File: config.mk
export PLATFORM = sky130hd
export DESIGN_NAME = oled_frame_tx
export DESIGN_NICKNAME = d
export VERILOG_FILES = /design/src/rtl/oled_frame_tx.sv
export SDC_FILE = /design/constraint.sdc
export NUM_CORES = 1
export LEC_CHECK = 0
export ABC_AREA = 1
export CORE_ASPECT_RATIO = 1.2
export CORE_UTILIZATION = 45
export CTS_CLUSTER_SIZE = 12
export DETAILED_ROUTE_END_ITERATION = 8
export HOLD_SLACK_MARGIN = 0.02
export PLACE_DENSITY = 0.72
export SLEW_MARGIN = 10
export SYNTH_ARGS = -nofsm -noshare
export SYNTH_HDL_FRONTEND = slang
export SYNTH_SLANG_ARGS = --single-unit
File: constraint.sdc
create_clock -name clk -period 2.4 [get_ports clk]
set_clock_uncertainty 0.1 [all_clocks]
set_input_delay 0.48 -clock clk [delete_from_list [all_inputs] [get_ports clk]]
set_output_delay 0.48 -clock clk [all_outputs]
set_load 0.02 [all_outputs]
File: src/rtl/oled_frame_tx.sv
// oled_frame_tx: streams one 96x64 RGB565 frame to an SPI-style OLED panel.
//
// A frame_start pulse seen while idle fetches every pixel from the renderer
// in row-major order and shifts each 16-bit word out MSB first. An optional
// 6-byte column/row window command header can be sent ahead of the pixels.
//
// Build option:
//   OLED_CMD_HEADER_EN  defined   -> the header 15 00 5F 75 00 3F is sent
//                                    with oled_dc=0 before the pixels.
//                       undefined -> the FSM goes straight to pixel fetch and
//                                    oled_dc stays 1 for the whole frame.
//
// Parameters:
//   PIX_LAT    clk cycles from a pixel_index change to a valid color input
//   SCLK_HALF  oled_sclk half-period in clk cycles (1..15)
//   NUM_PIX    pixels per frame (6144 for the 96x64 panel)
//
// Ports:
//   clk          system clock, rising edge
//   reset        asynchronous, active-high reset
//   frame_start  request one frame (only looked at while idle)
//   color        RGB565 pixel for the current pixel_index
//   pixel_index  pixel being fetched, 0..NUM_PIX-1
//   oled_cs_n    chip select, active low (low for the whole frame)
//   oled_sclk    serial clock, idle high; the panel samples on its rising edge
//   oled_sdin    serial data, changes only on oled_sclk falling edges
//   oled_dc      0 = command byte, 1 = pixel data
//   busy         high from frame acceptance through the frame_done cycle
//   frame_done   one-cycle pulse after the last pixel bit
//   dbg_state    current FSM state (0 IDLE, 1 HDR, 2 FETCH, 3 SHIFT, 4 DONE)
//
// Handshake: frame_start is a request qualified only by the IDLE state; a
// request while busy is dropped, not queued. color has no valid strobe: it
// is sampled once per pixel, on the last FETCH cycle, PIX_LAT cycles after
// pixel_index moved.
module oled_frame_tx #(
    parameter int PIX_LAT   = 2,
    parameter int SCLK_HALF = 1,
    parameter int NUM_PIX   = 6144
) (
    input  logic        clk,
    input  logic        reset,
    input  logic        frame_start,
    input  logic [15:0] color,
    output logic [12:0] pixel_index,
    output logic        oled_cs_n,
    output logic        oled_sclk,
    output logic        oled_sdin,
    output logic        oled_dc,
    output logic        busy,
    output logic        frame_done,
    output logic [2:0]  dbg_state
);

    typedef enum logic [2:0] {
        S_IDLE  = 3'd0,
        S_HDR   = 3'd1,
        S_FETCH = 3'd2,
        S_SHIFT = 3'd3,
        S_DONE  = 3'd4
    } state_t;

    localparam int          LAT_W    = (PIX_LAT > 1) ? $clog2(PIX_LAT) : 1;
    localparam logic [LAT_W-1:0] LAT_LAST = LAT_W'(PIX_LAT - 1);
    localparam logic [4:0]  PH_LAST  = 5'(2 * SCLK_HALF - 1);
    localparam logic [4:0]  PH_HI    = 5'(SCLK_HALF);
    localparam logic [12:0] PIX_LAST = 13'(NUM_PIX - 1);

`ifdef OLED_CMD_HEADER_EN
    localparam state_t      FIRST_ST = S_HDR;
    // First header byte is preloaded so its MSB is on sdin as sclk first falls.
    localparam logic [15:0] SR_START = 16'h1500;

    function automatic logic [7:0] hdr_byte(input logic [2:0] idx);
        case (idx)
            3'd0:    hdr_byte = 8'h15;
            3'd1:    hdr_byte = 8'h00;
            3'd2:    hdr_byte = 8'h5F;
            3'd3:    hdr_byte = 8'h75;
            3'd4:    hdr_byte = 8'h00;
            default: hdr_byte = 8'h3F;
        endcase
    endfunction

    logic [2:0] byte_q;
`else
    localparam state_t      FIRST_ST = S_FETCH;
    localparam logic [15:0] SR_START = 16'h0000;
`endif

    state_t            state_q, state_d;
    logic [4:0]        ph_q;      // clk cycle within the current bit
    logic [3:0]        bit_q;     // bit within the current byte/word
    logic [LAT_W-1:0]  lat_q;     // cycles spent in FETCH
    logic [12:0]       pix_q;
    logic [15:0]       sr_q;      // sr_q[15] drives sdin
    logic              ph_last;

    assign ph_last = (ph_q == PH_LAST);

    // State register
    always_ff @(posedge clk or posedge reset) begin
        if (reset) state_q <= S_IDLE;
        else       state_q <= state_d;
    end

    // Next-state logic
    always_comb begin
        state_d = state_q;
        case (state_q)
            S_IDLE:  if (frame_start) state_d = FIRST_ST;
`ifdef OLED_CMD_HEADER_EN
            S_HDR:   if (ph_last && bit_q == 4'd7 && byte_q == 3'd5) state_d = S_FETCH;
`endif
            S_FETCH: if (lat_q == LAT_LAST) state_d = S_SHIFT;
            S_SHIFT: if (ph_last && bit_q == 4'd15)
                         state_d = (pix_q == PIX_LAST) ? S_DONE : S_FETCH;
            S_DONE:  state_d = S_IDLE;
            default: state_d = S_IDLE;
        endcase
    end

    // Datapath: bit timing, pixel counter and shift register. The register
    // shifts at each bit boundary except after the last bit of a byte/word,
    // so sdin holds its value while sclk idles high during FETCH and only
    // ever changes together with a falling sclk.
    always_ff @(posedge clk or posedge reset) begin
        if (reset) begin
            ph_q   <= '0;
            bit_q  <= '0;
            lat_q  <= '0;
            pix_q  <= '0;
            sr_q   <= '0;
`ifdef OLED_CMD_HEADER_EN
            byte_q <= '0;
`endif
        end else begin
            case (state_q)
                S_IDLE: begin
                    ph_q  <= '0;
                    bit_q <= '0;
                    lat_q <= '0;
                    pix_q <= '0;
`ifdef OLED_CMD_HEADER_EN
                    byte_q <= '0;
`endif
                    if (frame_start) sr_q <= SR_START;
                end
`ifdef OLED_CMD_HEADER_EN
                S_HDR: begin
                    ph_q <= ph_last ? 5'd0 : ph_q + 5'd1;
                    if (ph_last) begin
                        if (bit_q == 4'd7) begin
                            bit_q <= '0;
                            if (byte_q != 3'd5) begin
                                byte_q <= byte_q + 3'd1;
                                sr_q   <= {hdr_byte(byte_q + 3'd1), 8'h00};
                            end
                        end else begin
                            bit_q <= bit_q + 4'd1;
                            sr_q  <= {sr_q[14:0], 1'b0};
                        end
                    end
                end
`endif
                S_FETCH: begin
                    ph_q  <= '0;
                    bit_q <= '0;
                    lat_q <= lat_q + 1'b1;
                    if (lat_q == LAT_LAST) sr_q <= color;
                end
                S_SHIFT: begin
                    lat_q <= '0;
                    ph_q  <= ph_last ? 5'd0 : ph_q + 5'd1;
                    if (ph_last) begin
                        if (bit_q == 4'd15) begin
                            bit_q <= '0;
                            if (pix_q != PIX_LAST) pix_q <= pix_q + 13'd1;
                        end else begin
                            bit_q <= bit_q + 4'd1;
                            sr_q  <= {sr_q[14:0], 1'b0};
                        end
                    end
                end
                S_DONE: pix_q <= '0;
                default: ;
            endcase
        end
    end

    // Outputs, decoded from registered state so reset acts on them at once.
    always_comb begin
        busy        = (state_q != S_IDLE);
        oled_cs_n   = (state_q == S_IDLE);
        frame_done  = (state_q == S_DONE);
        pixel_index = pix_q;
        dbg_state   = state_q;
        oled_sclk   = 1'b1;
        oled_sdin   = (state_q == S_IDLE) ? 1'b0 : sr_q[15];
        if (state_q == S_HDR || state_q == S_SHIFT)
            oled_sclk = (ph_q >= PH_HI);
`ifdef OLED_CMD_HEADER_EN
        oled_dc = !(state_q == S_IDLE || state_q == S_HDR);
`else
        oled_dc = (state_q != S_IDLE);
`endif
    end

endmodule

# == Word-level counts from Yosys, hierarchy flattened ==
# Cells that the tools add are included.
# totals
ff_bits,42
latchBits,0
mem_bits_rw,0
mem_bits_ro,0
inputBits,19
output_inout_bits,22
wordCells,63
memories,0
# op_classes
addsub,4
multipliers,0
div_mod_pow,0
magnitude_cmp,1
n_eq_ne,15
shifts,0
muxes,22
bitwise,0
n_reduce_logical,15
# ops
cell,count
$mux W16,4
$pmux W16 S3,1
$mux W13,3
$pmux W13 S2,1
$ne A2 B2 Y1 const B,7
$add A13 B1 Y13 const B,1
$eq A13 B13 Y1 const B,1
$ne A13 B13 Y1 const B,1
$mux W3,4
$pmux W5 S2,1
$pmux W3 S3,1
$mux W4,2
$pmux W4 S2,1
$eq A3 B2 Y1 const B,2
$reduce_bool A2 Y1,3
$reduce_bool A3 Y1,2
$reduce_or A2 Y1,3
$add A5 B1 Y5 const B,1
$eq A5 B1 Y1 const B,1
$ge A5 B1 Y1 const B,1
$mux W5,1
$reduce_and A5 Y1,1
$add A4 B1 Y4 const B,1
$eq A4 B4 Y1 const B,1
other kinds (11),12

# == Logic depth before layout (Yosys ltp) ==
# Gate-level depths: netlist of run 1.
# logic_depth
ltp_word,5
mapped_depth,12
depth_no_buf,11

# == Worst setup path before layout of run 1 ==
# OpenSTA, ideal clock, no wires.
# synth_path
kind,reg-to-output
start,"register state_q[1], in the netlist dbg_state[1]"
end,output oled_dc
t_arrival_ps,1359
required_time_ps,1820
setup_slack_ps,461
path_stages_with_launch,6
path_buffers,1
cell_sequence,dfrtp_1 -> inv_4 -> nand2_4 -> nor2_2 -> inv_1 -> buf_4
# synth_between
elab_chain_cells,1
# synth_lines
item,line_no,source
from (decl),91,"state_t state_q, state_d;"
from (signal assigned),104,else state_q <= state_d;
$reduce_bool A3 Y1,n/a,
to (decl),49,"output logic oled_dc,"
# Every way passes these cells.

# == Final worst setup path of run 1 ==
# layout_path
start,"register state_q[1], in the netlist dbg_state[1]"
end,output oled_cs_n
# layout_between
elab_chain_cells,1
# layout_lines
item,line_no,source
$logic_not A3 Y1,194,oled_cs_n = (state_q == S_IDLE);
to (decl),46,"output logic oled_cs_n,"
# Every way passes these cells.

==> results of run 1 <==
registers in the layout (all words and copies together), names as in the netlist:
| signal | count |
|---|---|
| dbg_state | 3 |
| sr_q | 16 |
| bit_q | 4 |
| pixel_index | 13 |
| ph_q | 5 |
| lat_q | 1 |
area by class of cell:
type	instances	area share
timing repair buffer	44	0.148
multi-input combinational	225	0.402
sequential	42	0.352
clock buffer	5	0.0230
clock inverter	2	0.00335
inverter	36	0.0461
tap	62	0.0260
report_power, final:
group / internal (uW) / switching, uW / leakage (uW)
clock network: 195 / 229 / 0.0000438
registers: 715 / 1.86 / 0.000532
logic: 33.9 / 27.4 / 0.000828
kinds of logic after synthesis:
| kind of cell | Yosys count | synth area share |
|---|---|---|
| adder cells (fa/ha/maj) | 4 | 0.0203 |
| buffers and inverters | 46 | 0.0869 |
| flip-flops | 42 | 0.427 |
| AO/OA/AOI/OAI | 52 | 0.118 |
| XOR/XNOR | 11 | 0.0391 |
| AND/OR/NAND/NOR | 158 | 0.309 |
through the flow:
stage / util / std cells / area [um2] / setup slack (ns)
floorplan: - / 313 / 2460 / 0.461
global placement: 0.550 / 409 / 2890 / 0.322
detailed placement: 0.550 / 409 / 2890 / 0.271
CTS: 0.566 / 416 / 2980 / 0.0407
global route: 0.568 / 416 / 2990 / 0.255
finish: 0.568 / 416 / 2990 / 0.319
routing by layer:
layer  vias up  track usage  wire length [um]
li1       1080            -                 -
met1       959        0.236              2210
met2        37        0.315              2430
met3         5       0.0364               216
met4         0       0.0594                53
met5         -            0                 0
how the worst max path moves through the flow:
stage                  from        end  slack (ns)  cells past startpoint
4_1_cts        dbg_state[2]  oled_sclk        0.04                      5
3_3_place_gp   dbg_state[1]  oled_cs_n        0.32                      4
2_1_floorplan  dbg_state[1]    oled_dc        0.46                      5
3_5_place_dp   dbg_state[1]  oled_cs_n        0.27                      4
6_report       dbg_state[1]  oled_cs_n        0.32                      4
5_1_grt        dbg_state[1]  oled_cs_n        0.25                      4
layout by cell type (no fill, tap or decap), types with 4 or more instances in the layout:
| cell type | n |
|---|---|
| nand2_1 | 89 |
| dfrtp_1 | 42 |
| clkdlybuf4s50_1 | 34 |
| inv_1 | 32 |
| nor2_1 | 22 |
| o21ai_0 | 22 |
| nand3_1 | 20 |
| o21ai_1 | 19 |
| xor2_1 | 8 |
| nor2_4 | 6 |
| o21ai_2 | 6 |
| nand2_2 | 5 |
| nand4_1 | 5 |
| clkbuf_8 | 5 |
| dlymetal6s2s_1 | 5 |
| nand2_4 | 4 |
| ha_1 | 4 |
| buf_4 | 4 |
worst reg2reg max path, cell delays in order, from the launching register on:
cell,delay [ns]
dfrtp_1,0.43
inv_2,0.13
nand3_2,0.22
buf_4,0.27
nand2_1,0.09
nand2_1,0.08
nor2_4,0.12
nand2_4,0.17
nand2_1,0.12
o21ai_2,0.05
repair_timing:
action | 4_1_cts | 5_1_grt
cloned | 0 | 0
setup endpoints to repair | 3 | 5
pin swaps | 0 | 0
gates resized for setup | 2 | 5
endpoints found under the hold margin | 0 | 0
==> results.tsv, run 1 <==
metric	value	unit
rr_startpoint	dbg_state[2]	
period_share	0.867	
drive_above_1_share	0.113	
clk_path_buf_depth	2	
globalRouteTotalUtil	0.186	
critPathBufInv	2	
cts_sinks	42	
rows	29	
power	1200	uW
status	finished, final reports clean	
ioPinCount	41	
seqCellArea	0.00105	mm2
max_clock_freq	480	MHz
end_kind	primary output	
syn_inst	313	
p_leak	0.00140	uW
cts-root-buf	clkbuf_8	
async_flop_share	1.00	
drcViolationCount	0	
antenna_found_initial	0	
dieArea	0.00577	mm2
area_growth_syn_to_layout	21.4	%
peakVddDrop	0.000295	V
slowest_delay	0.44	ns
dp_hpwl	3.65	mm
start_util	0.468	
synth_warnings	0	
core	0.00526	mm2
critPathLaunchType	register	
path_delay_family	buffers and inverters	
cp.required	1.82	ns
synth_seq_cells	42	
die_w	69.5	um
setup_tns	0	ns
num_vias	2081	
postSynthAreaPerCell	7.86	um2
tightest_slew	0.517	ns
crit_fanout	14	
synth_common_cells	nand2_1, dfrtp_1, inv_1, nor2_1, o21ai_0	
slew_violations	0	
ant_nets	0	
synth_edf_count	0	
drtIter0Drc	86	
clk_pin_slew	0.08	ns
worst_hold_path_type	register to register	
htree_levels	2	
setup_violations	0	
gp_congestion	0.858	
power_density	402	mW/mm2
whs	0.420	ns
crit_arrival	1.50	ns
synth_cell_types	31	
grt_first_pass_wirelength	8.74	mm
slew_headroom	0.656	
synth_top_area_cell	dfrtp_1	
grt_max_degree	43	
hold_end	bit_q[1]	
synth_ff_type	dfrtp_1	
yosys-top-cells-area	dfrtp_1, nand2_1, inv_1	
cts_made_buffers	5	
cts_tree	done	
hold_path.startpoint	bit_q[1]	
grt_pass1_vias	2007	
drv_cap	0	
critical_path_class	register to primary output	
regToRegSetupSlack	0.52	ns
r2r_end	pixel_index[3]	
crit_slowest_cell	dfrtp_1	
synth_most_common_cell	nand2_1	
reg2regPathDepth	9	
drt-wirelength-per-cell	11.8	um
yosysTopAreaCellShare	0.427	
dieHeight	83.0	um
fin_nets	377	
synth_area	0.00246	mm2
multiInputGateArea	0.00120	mm2
vias_per_cell	5.00	
dr.pass1.iters	5	
insertion_delay	0.29	ns
routed_wl	4.91	mm
hold_buffers	0	
syn-num-nets	336	
port_buffers	40	
hold_viol	0	
rsz0062_at_grt	false	
whs_path_depth	2	
grt_overflow_total	0	
fin_crit	2.08	ns
yosysSeqAreaShare	0.427	
nFillCells	494	
diodes	0	
postCtsSetupBuffers	0	
crit_chain	inv_4 -> nand2_4 -> nor2_4 -> dlygate4sd2_1	
Power figures use the tool's default switching activity.
==> inputs of run 2 (changes only) <==
--- a/config.mk
+++ b/config.mk
@@ -8,11 +8,11 @@
 export ABC_AREA = 1
 export CORE_ASPECT_RATIO = 1.2
 export CORE_UTILIZATION = 45
+export CTS_BUF_LIST = sky130_fd_sc_hd__clkbuf_8
 export CTS_CLUSTER_SIZE = 12
 export DETAILED_ROUTE_END_ITERATION = 8
 export HOLD_SLACK_MARGIN = 0.02
 export PLACE_DENSITY = 0.72
-export SLEW_MARGIN = 10
 export SYNTH_ARGS = -nofsm -noshare
 export SYNTH_HDL_FRONTEND = slang
 export SYNTH_SLANG_ARGS = --single-unit
==> results of run 2 <==
The final DEF is identical to that of run 1; final timing and power are the same.
==> inputs of run 3 (changes only) <==
--- a/config.mk
+++ b/config.mk
@@ -16,3 +16,4 @@
 export SYNTH_ARGS = -nofsm -noshare
 export SYNTH_HDL_FRONTEND = slang
 export SYNTH_SLANG_ARGS = --single-unit
+export TNS_END_PERCENT = 100
==> results of run 3 <==
The final DEF is identical to that of run 1; final timing and power are the same.
